--- config.mk ---
export PLATFORM = sky130hd
export DESIGN_NAME = imm_gen_pipe
export DESIGN_NICKNAME = d
export VERILOG_FILES = /design/src/rtl/imm_gen_pipe.sv
export SDC_FILE = /design/constraint.sdc
export NUM_CORES = 1
export LEC_CHECK = 0
export CORE_MARGIN = 1.5
export CORE_UTILIZATION = 46
export DETAILED_ROUTE_END_ITERATION = 10
export GPL_TIMING_DRIVEN = 0
export PLACE_DENSITY = 0.8
export REMOVE_ABC_BUFFERS = 1
export SYNTH_ARGS = -nofsm -noshare
export SYNTH_HDL_FRONTEND = slang
export SYNTH_SLANG_ARGS = --single-unit
export TNS_END_PERCENT = 50
--- constraint.sdc ---
create_clock -name clk -period 1.7 [get_ports clk]
set_input_delay 0.34 -clock clk [delete_from_list [all_inputs] [get_ports clk]]
set_output_delay 0.34 -clock clk [all_outputs]
set_load 0.01 [all_outputs]
--- src/rtl/imm_gen_pipe.sv ---
// imm_gen_pipe: RV32/RV64 immediate decoder feeding a 2-entry FIFO with tag sideband.
// The head entry drives out_* directly from registers; the tail entry backs it up.
module imm_gen_pipe #(
  parameter int XLEN  = 32,
  parameter int TAG_W = 8
) (
  input  logic             clk,
  input  logic             rst_n,
  input  logic             flush,
  input  logic             in_valid,
  output logic             in_ready,
  input  logic [31:0]      in_instr,
  input  logic [TAG_W-1:0] in_tag,
  output logic             out_valid,
  input  logic             out_ready,
  output logic [XLEN-1:0]  out_imm,
  output logic [2:0]       out_fmt,
  output logic [TAG_W-1:0] out_tag,
  output logic [15:0]      illegal_cnt
);
  localparam bit RV64 = (XLEN == 64);
  logic [6:0]       op;
  logic             is_r, is_i, is_s, is_b, is_u, is_j;
  logic [2:0]       dec_fmt;
  logic [31:0]      dec_imm32;
  logic [XLEN-1:0]  dec_imm;
  logic             push, pop;
  logic [1:0]       cnt_q, cnt_d;
  logic [XLEN-1:0]  hd_imm_q, tl_imm_q;
  logic [2:0]       hd_fmt_q, tl_fmt_q;
  logic [TAG_W-1:0] hd_tag_q, tl_tag_q;
  logic [15:0]      ill_q;
  assign op   = in_instr[6:0];
  assign is_r = (op == 7'b0110011) || (RV64 && op == 7'b0111011);
  assign is_i = (op == 7'b0000011) || (op == 7'b0010011) || (op == 7'b1100111) ||
                (op == 7'b1110011) || (RV64 && op == 7'b0011011);
  assign is_s = (op == 7'b0100011);
  assign is_b = (op == 7'b1100011);
  assign is_u = (op == 7'b0110111) || (op == 7'b0010111);
  assign is_j = (op == 7'b1101111);
  always_comb begin
    dec_fmt   = is_r ? 3'd0 : is_i ? 3'd1 : is_s ? 3'd2 : is_b ? 3'd3 :
                is_u ? 3'd4 : is_j ? 3'd5 : 3'd7;
    dec_imm32 = is_i ? {{20{in_instr[31]}}, in_instr[31:20]} :
                is_s ? {{20{in_instr[31]}}, in_instr[31:25], in_instr[11:7]} :
                is_b ? {{19{in_instr[31]}}, in_instr[31], in_instr[7], in_instr[30:25],
                        in_instr[11:8], 1'b0} :
                is_u ? {in_instr[31:12], 12'b0} :
                is_j ? {{11{in_instr[31]}}, in_instr[31], in_instr[19:12], in_instr[20],
                        in_instr[30:21], 1'b0} :
                32'd0;
  end
  // All 32-bit immediates carry instr[31] at bit 31, so a signed widen is the sign extension.
  assign dec_imm     = XLEN'($signed(dec_imm32));
  assign in_ready    = rst_n && (cnt_q < 2'd2) && !flush;
  assign out_valid   = (cnt_q != 2'd0);
  assign push        = in_valid && in_ready;
  assign pop         = out_valid && out_ready;
  assign cnt_d       = cnt_q + {1'b0, push} - {1'b0, pop};
  assign out_imm     = hd_imm_q;
  assign out_fmt     = hd_fmt_q;
  assign out_tag     = hd_tag_q;
  assign illegal_cnt = ill_q;
  always_ff @(posedge clk or negedge rst_n) begin
    if (!rst_n) begin
      cnt_q    <= 2'd0;
      hd_imm_q <= '0;
      hd_fmt_q <= 3'd0;
      hd_tag_q <= '0;
      tl_imm_q <= '0;
      tl_fmt_q <= 3'd0;
      tl_tag_q <= '0;
      ill_q    <= 16'd0;
    end else if (flush) begin
      cnt_q <= 2'd0;
    end else begin
      cnt_q <= cnt_d;
      if (push && (cnt_q == 2'd0 || (cnt_q == 2'd1 && pop))) begin
        hd_imm_q <= dec_imm;
        hd_fmt_q <= dec_fmt;
        hd_tag_q <= in_tag;
      end else if (pop && cnt_q == 2'd2) begin
        hd_imm_q <= tl_imm_q;
        hd_fmt_q <= tl_fmt_q;
        hd_tag_q <= tl_tag_q;
      end
      if (push && cnt_q == 2'd1 && !pop) begin
        tl_imm_q <= dec_imm;
        tl_fmt_q <= dec_fmt;
        tl_tag_q <= in_tag;
      end
      if (push && dec_fmt == 3'd7 && ill_q != 16'hFFFF) ill_q <= ill_q + 16'd1;
    end
  end
endmodule

Word level (Yosys, flattened, before mapping)
Index checks and enable logic that the tools add are counted.
{"block": "op_classes", "n_eq_ne": 14, "n_reduce_logical": 24, "muxes": 18, "bitwise_logic": 1, "addsub": 3, "n_lt_le_gt_ge": 1}
{"op": "2-to-1 mux 32 bit", "n": 7}
{"op": "equality test 7 bit, second input constant", "n": 4}
{"op": "equality test 7 x 6 -> 1 bit, second input constant", "n": 3}
{"op": "2-to-1 mux 3 bit", "n": 6}
{"op": "adder 16 x 1 -> 16 bit, second input constant", "n": 1}
{"op": "2-to-1 mux 8 bit", "n": 2}
{"op": "inequality test 16 bit, second input constant", "n": 1}
{"op": "equality test 7 x 5 -> 1 bit, second input constant", "n": 2}
{"op": "logical AND 1 bit", "n": 11}
{"op": "equality test 7 x 2 -> 1 bit, second input constant", "n": 1}
{"op": "2-to-1 mux 2 bit", "n": 3}
{"op": "AND reduction 2 bit", "n": 3}
{"op": "logical OR 1 bit", "n": 5}
{"op": "nonzero test 2 bit", "n": 2}
{"op": "equality test 3 bit, second input constant", "n": 1}
{"op": "adder 2 x 1 -> 2 bit", "n": 1}
{"op": "equality test 2 x 1 -> 1 bit, second input constant", "n": 1}
{"op": "equality test 2 bit, second input constant", "n": 1}
{"op": "logical NOT 1 bit", "n": 2}
{"op": "logical NOT 2 bit", "n": 1}
{"op": "< comparator 2 bit, second input constant", "n": 1}
{"op": "subtractor 2 x 1 -> 2 bit", "n": 1}
{"op": "NOT 1 bit", "n": 1}
{"block": "totals", "output_inout_bits": 61, "inputBits": 45, "word_cells": 69, "regBits": 104}

Depth between registers and ports, before layout
{"block": "logic_depth", "word_depth": 11, "ltp_mapped": 8}

Worst setup path before layout
OpenSTA, ideal clock, no wires.
{"block": "synth_timing", "kind": "register -> register", "startpoint": "register cnt_q[1]", "endpoint": "register cnt_q[1]", "path_buffers": 0, "t_arrival_ns": 1.677, "path_stages_with_launch": 9, "period_less_slack_ns": 1.796, "setup_slack_ns": -0.096, "path_cell_list": "dfrtp_1 -> or2_2 -> and2_1 -> ha_1 -> inv_1 -> ha_1 -> xor2_1 -> xnor2_1 -> nor2_1"}
{"block": "synth_between", "word_cells_on_any_way": 9, "classes_between": "2 x add/sub; 1 x order compare; 1 x mux; 5 x reduce/logical"}
{"element": "start, declared", "line": "28", "source": "logic [1:0] cnt_q, cnt_d;"}
{"element": "start signal, assigned", "line": "77", "source": "cnt_q <= cnt_d;"}
{"element": "nonzero test 2 bit", "line": "56", "source": "assign out_valid = (cnt_q != 2'd0);"}
{"element": "via out_valid", "line": "14", "source": "output logic out_valid,"}
{"element": "logical AND 1 bit", "line": "58", "source": "assign pop = out_valid && out_ready;"}
{"element": "subtractor 2 x 1 -> 2 bit", "line": "59", "source": "assign cnt_d = cnt_q + {1'b0, push} - {1'b0, pop};"}
{"element": "2-to-1 mux 2 bit", "line": "74", "source": "end else if (flush) begin"}
The timed path passes the listed nets, and every way through them passes these cells.
A chain may end at the register's enable or synchronous reset.

Worst setup path in the final report
{"block": "layout_timing", "startpoint": "input port out_ready", "endpoint": "register hd_imm_q[11] (netlist: out_imm[11])"}
{"block": "layout_between", "elab_chain_len": 6, "word_cells_on_any_way": 8, "classes_between": "1 x mux; 7 x reduce/logical"}
{"element": "start, declared", "line": "15", "source": "input logic out_ready,"}
{"element": "logical AND 1 bit *", "line": "58"}
{"element": "logical AND 1 bit", "line": "78", "source": "if (push && (cnt_q == 2'd0 || (cnt_q == 2'd1 && pop))) begin"}
{"element": "logical OR 1 bit", "line": "78"}
{"element": "logical AND 1 bit", "line": "78"}
{"element": "nonzero test 2 bit (no line)"}
{"element": "AND reduction 2 bit (no line)"}
{"element": "end signal, assigned", "line": "79", "source": "hd_imm_q <= dec_imm;"}
{"element": "end signal, assigned", "line": "83", "source": "hd_imm_q <= tl_imm_q;"}
{"element": "end, declared", "line": "29", "source": "logic [XLEN-1:0] hd_imm_q, tl_imm_q;"}
Mark *: on every way between the ends. The rest lies on a longest branch, timed or not.

==> results.py <==
metrics = {
    "run_status": {
        "outcome": "complete, but fails checks",
        "failed_checks": "setup timing",
    },
    "clocking": {
        "cts_tree": "built",
        "cts_made_buffers": 9,
        "cts.sinks": 104,
        "clock_latency_ns": 0.36,
        "h-tree-depth": 3,
        "root_buffer": "clkbuf_8",
        "clk_pin_slew_ns": 0.10,
        "clockBufferDepth": 2,
    },
    "worst_setup_path": {
        "critPathMaxFanout": 28,
        "r2r_start": "cnt_q[1]",
        "cp_top_family": "buffers and inverters",
        "critPathBufInv": 2,
        "cpPeakStageDelay_ns": 0.62,
        "required_ns": 1.96,
        "crit_path_end_kind": "flip-flop",
        "regToRegSetupSlack_ns": -0.15,
        "cpMaxStageDelayCell": "clkdlybuf4s50_1",
        "rr_worst_depth": 7,
        "r2r-end": "out_imm[11]",
        "path_class": "input port to flip-flop",
        "start_kind": "input port",
        "crit_path_cell_trace": "clkdlybuf4s50_1, nand2b_2, nand2_8, buf_16, and3_1, a221o_1",
        "critical_path_arrival_ns": 2.13,
    },
    "timing": {
        "skew_ns": 0.00919,
        "drv_slew": 0,
        "fmax_ghz": 0.535,
        "tightest_slew_ns": 1.08,
        "setup_violations": 56,
        "finalCriticalPeriod_ns": 1.87,
        "setup_tns_ns": -4.56,
        "finalHoldViolCount": 0,
        "rsz0062_at_grt": "yes",
        "timing.final.ws_setup_ns": -0.170,
        "max-slew-margin-rel": 0.276,
        "period_share": 1.10,
    },
    "die": {
        "initial_core_util": 0.471,
        "rows": 38,
        "die_height_um": 108,
        "dieArea_mm2": 0.0118,
        "ioPinCount": 106,
        "die_w_um": 108,
        "core_area_mm2": 0.0108,
    },
    "cells_and_area": {
        "synthToLayoutAreaGrowth_pct": 43.0,
        "layout.nets": 725,
        "final_cell_mix": "138 x nand2_1, 101 x dfrtp_1, 80 x clkdlybuf4s50_1, 36 x nor2_1, 32 x a21oi_1",
        "fill_cells": 829,
        "drive_gt1_frac": 0.191,
        "final_common_cell": "nand2_1",
        "final_cell_area_mm2": 0.00731,
        "final_core_util": 0.674,
    },
    "pwr": {
        "p_per_area_mw_per_mm2": 1110,
        "power.leakage_nw": 3.26,
        "p_int_mw": 5.34,
        "seqPwrFrac": 0.433,
        "p_comb_frac": 0.390,
        "sw_frac_of_total": 0.342,
        "clockPowerShare": 0.177,
        "p_sw_mw": 2.78,
        "ir_worst_vdd_uv": 677,
    },
    "global_route": {
        "antenna_found_initial": 1,
        "grt_pass1_vias": 4365,
        "grt_max_degree": 54,
        "grt_pass1_wl_um": 22600,
        "grtUsageTotal": 0.249,
        "grt_overflow": 0,
    },
    "placement": {
        "placement.setup.worst_slack_ns": -1.69,
        "place_hpwl_um": 8420,
        "placed_area_mm2": 0.00626,
        "gp_congestion": 0.791,
        "portBuffers": 105,
    },
    "synthesis": {
        "yosysUniqueCellTypes": 62,
        "synth_enable_flop_cells": 0,
        "syn_inst": 551,
        "synth_top_area_cell": "dfrtp_1",
        "seq_area_frac_synth": 0.509,
        "netlist_area_mm2": 0.00511,
        "yosys_most_used_dff": "dfrtp_1",
        "synthTopCellsByArea": "dfrtp_1 51%, nand2_1 10%, a21oi_1 3.3%",
        "ys_warn_count": 0,
        "synth_top_area_frac": 0.509,
        "ys_ff_latch": 104,
        "syn_avg_cell_area_um2": 9.28,
        "async_reset_ff_frac": 1.00,
    },
    "run": {
        "cap_violations": 0,
    },
    "detailed_routing": {
        "drc": 0,
        "first_pass_iters": 5,
        "drtIter0Drc": 382,
        "vias": 4709,
        "wl_per_cell_um": 18.9,
        "vias_per_cell": 5.72,
        "wirelength_um": 15600,
        "ant_nets": 0,
    },
    "hold_path": {
        "hold_path.class": "input port to async pin",
    },
}
-- kinds of logic after synthesis --
logic type,count (synthesis),share of synthesized area
buffers and inverters,42,0.0448
AO/OA/AOI/OAI,121,0.159
flip-flops,104,0.509
multiplexers,2,0.00441
XOR/XNOR,17,0.0291
AND/OR/NAND/NOR,262,0.246
adder cells (fa/ha/maj),3,0.00734
-- worst min-delay path, cell delays in order --
cell	delay, ns
buf_16	0.10
buf_16	0.12
buf_12	0.18
-- how the worst max path moves through the flow --
stage                   start          end  slack, ns  depth (start not counted)
finish              out_ready  out_imm[11]      -0.17                          6
global route         cnt_q[1]  out_imm[11]      -0.21                          7
CTS                  cnt_q[1]     cnt_q[1]      -0.18                          8
detailed placement      rst_n  out_imm[14]      -1.69                          7
global placement        rst_n   out_fmt[0]      -6.39                          4
floorplan            cnt_q[1]   out_fmt[0]      -1.10                          3
-- layer usage --
| metal | share of wire | vias up | GRT usage |
|---|---|---|---|
| li1 | - | 2171 | - |
| met1 | 0.42 | 2317 | 0.323 |
| met2 | 0.48 | 192 | 0.417 |
| met3 | 0.076 | 29 | 0.0621 |
| met4 | 0.024 | 0 | 0.0592 |
| met5 | 0 | - | 0 |
-- stage by stage --
stage / power (mW) / instances / hold slack, ns
floorplan: 4.66 / 515 / 0.0444
global placement: 5.91 / 760 / 0.448
detailed placement: 6.11 / 764 / 0.423
CTS: 7.77 / 804 / 0.00893
global route: 8.58 / 823 / 0.0402
finish: 8.11 / 823 / 0.0355
-- Yosys cell counts, types with 2 or more instances --
cell and count:
nand4_1 8, a22oi_1 4, nand2_1 141, ha_1 3, nor2b_1 4, buf_2 12, a21o_1 4, a211oi_1 3
nand4b_1 2, and3_1 9, nor3_1 3, nor2_1 40, a21oi_1 34, a31oi_1 18, nand3_1 24, dfrtp_1 104
inv_1 6, or2_2 3, o221ai_1 15, o31ai_1 8, clkbuf_1 14, xnor2_1 16, nor3b_1 2, o21ai_0 22
buf_6 5, o211ai_1 2, buf_4 5, and4_1 3, nand3b_1 2, nand2b_1 3
-- state kept, by name (all words and copies together) (netlist names) --
register     flops
cnt_q            2
illegal_cnt     16
out_fmt          3
out_imm         32
out_tag          8
tl_fmt_q         3
tl_imm_q        32
tl_tag_q         8
-- timing repair --
item                                    CTS  global route
gates resized for setup                  52            64
setup buffers                            15            14
endpoints found under the setup margin  112            98
hold endpoints to repair                 51             1
pin swaps                                15            19
gates cloned                              5             3
hold buffers                              4             1
-- power groups by stage --
stage / clock [mW] / sequential, mW / combinational [mW]
after floorplan: 0 / 3.67 / 0.990
after global placement: 0 / 3.51 / 2.41
after detailed placement: 0 / 3.54 / 2.56
after CTS: 1.46 / 3.49 / 2.82
after global routing: 1.56 / 3.59 / 3.43
final: 1.43 / 3.52 / 3.16
-- area by class of cell --
| type | count | area, um2 | area share |
|---|---|---|---|
| diodes | 1 | 2.50 | 0.000342 |
| flip-flops and latches | 104 | 2610 | 0.356 |
| well taps | 140 | 175 | 0.0240 |
| clock buffers | 11 | 131 | 0.0180 |
| inverters | 6 | 27.5 | 0.00377 |
| repair buffers | 147 | 1680 | 0.230 |
| clock inverters | 5 | 42.5 | 0.00582 |
| multi-input cells | 409 | 2650 | 0.362 |
(Power assumes the default switching activity.)
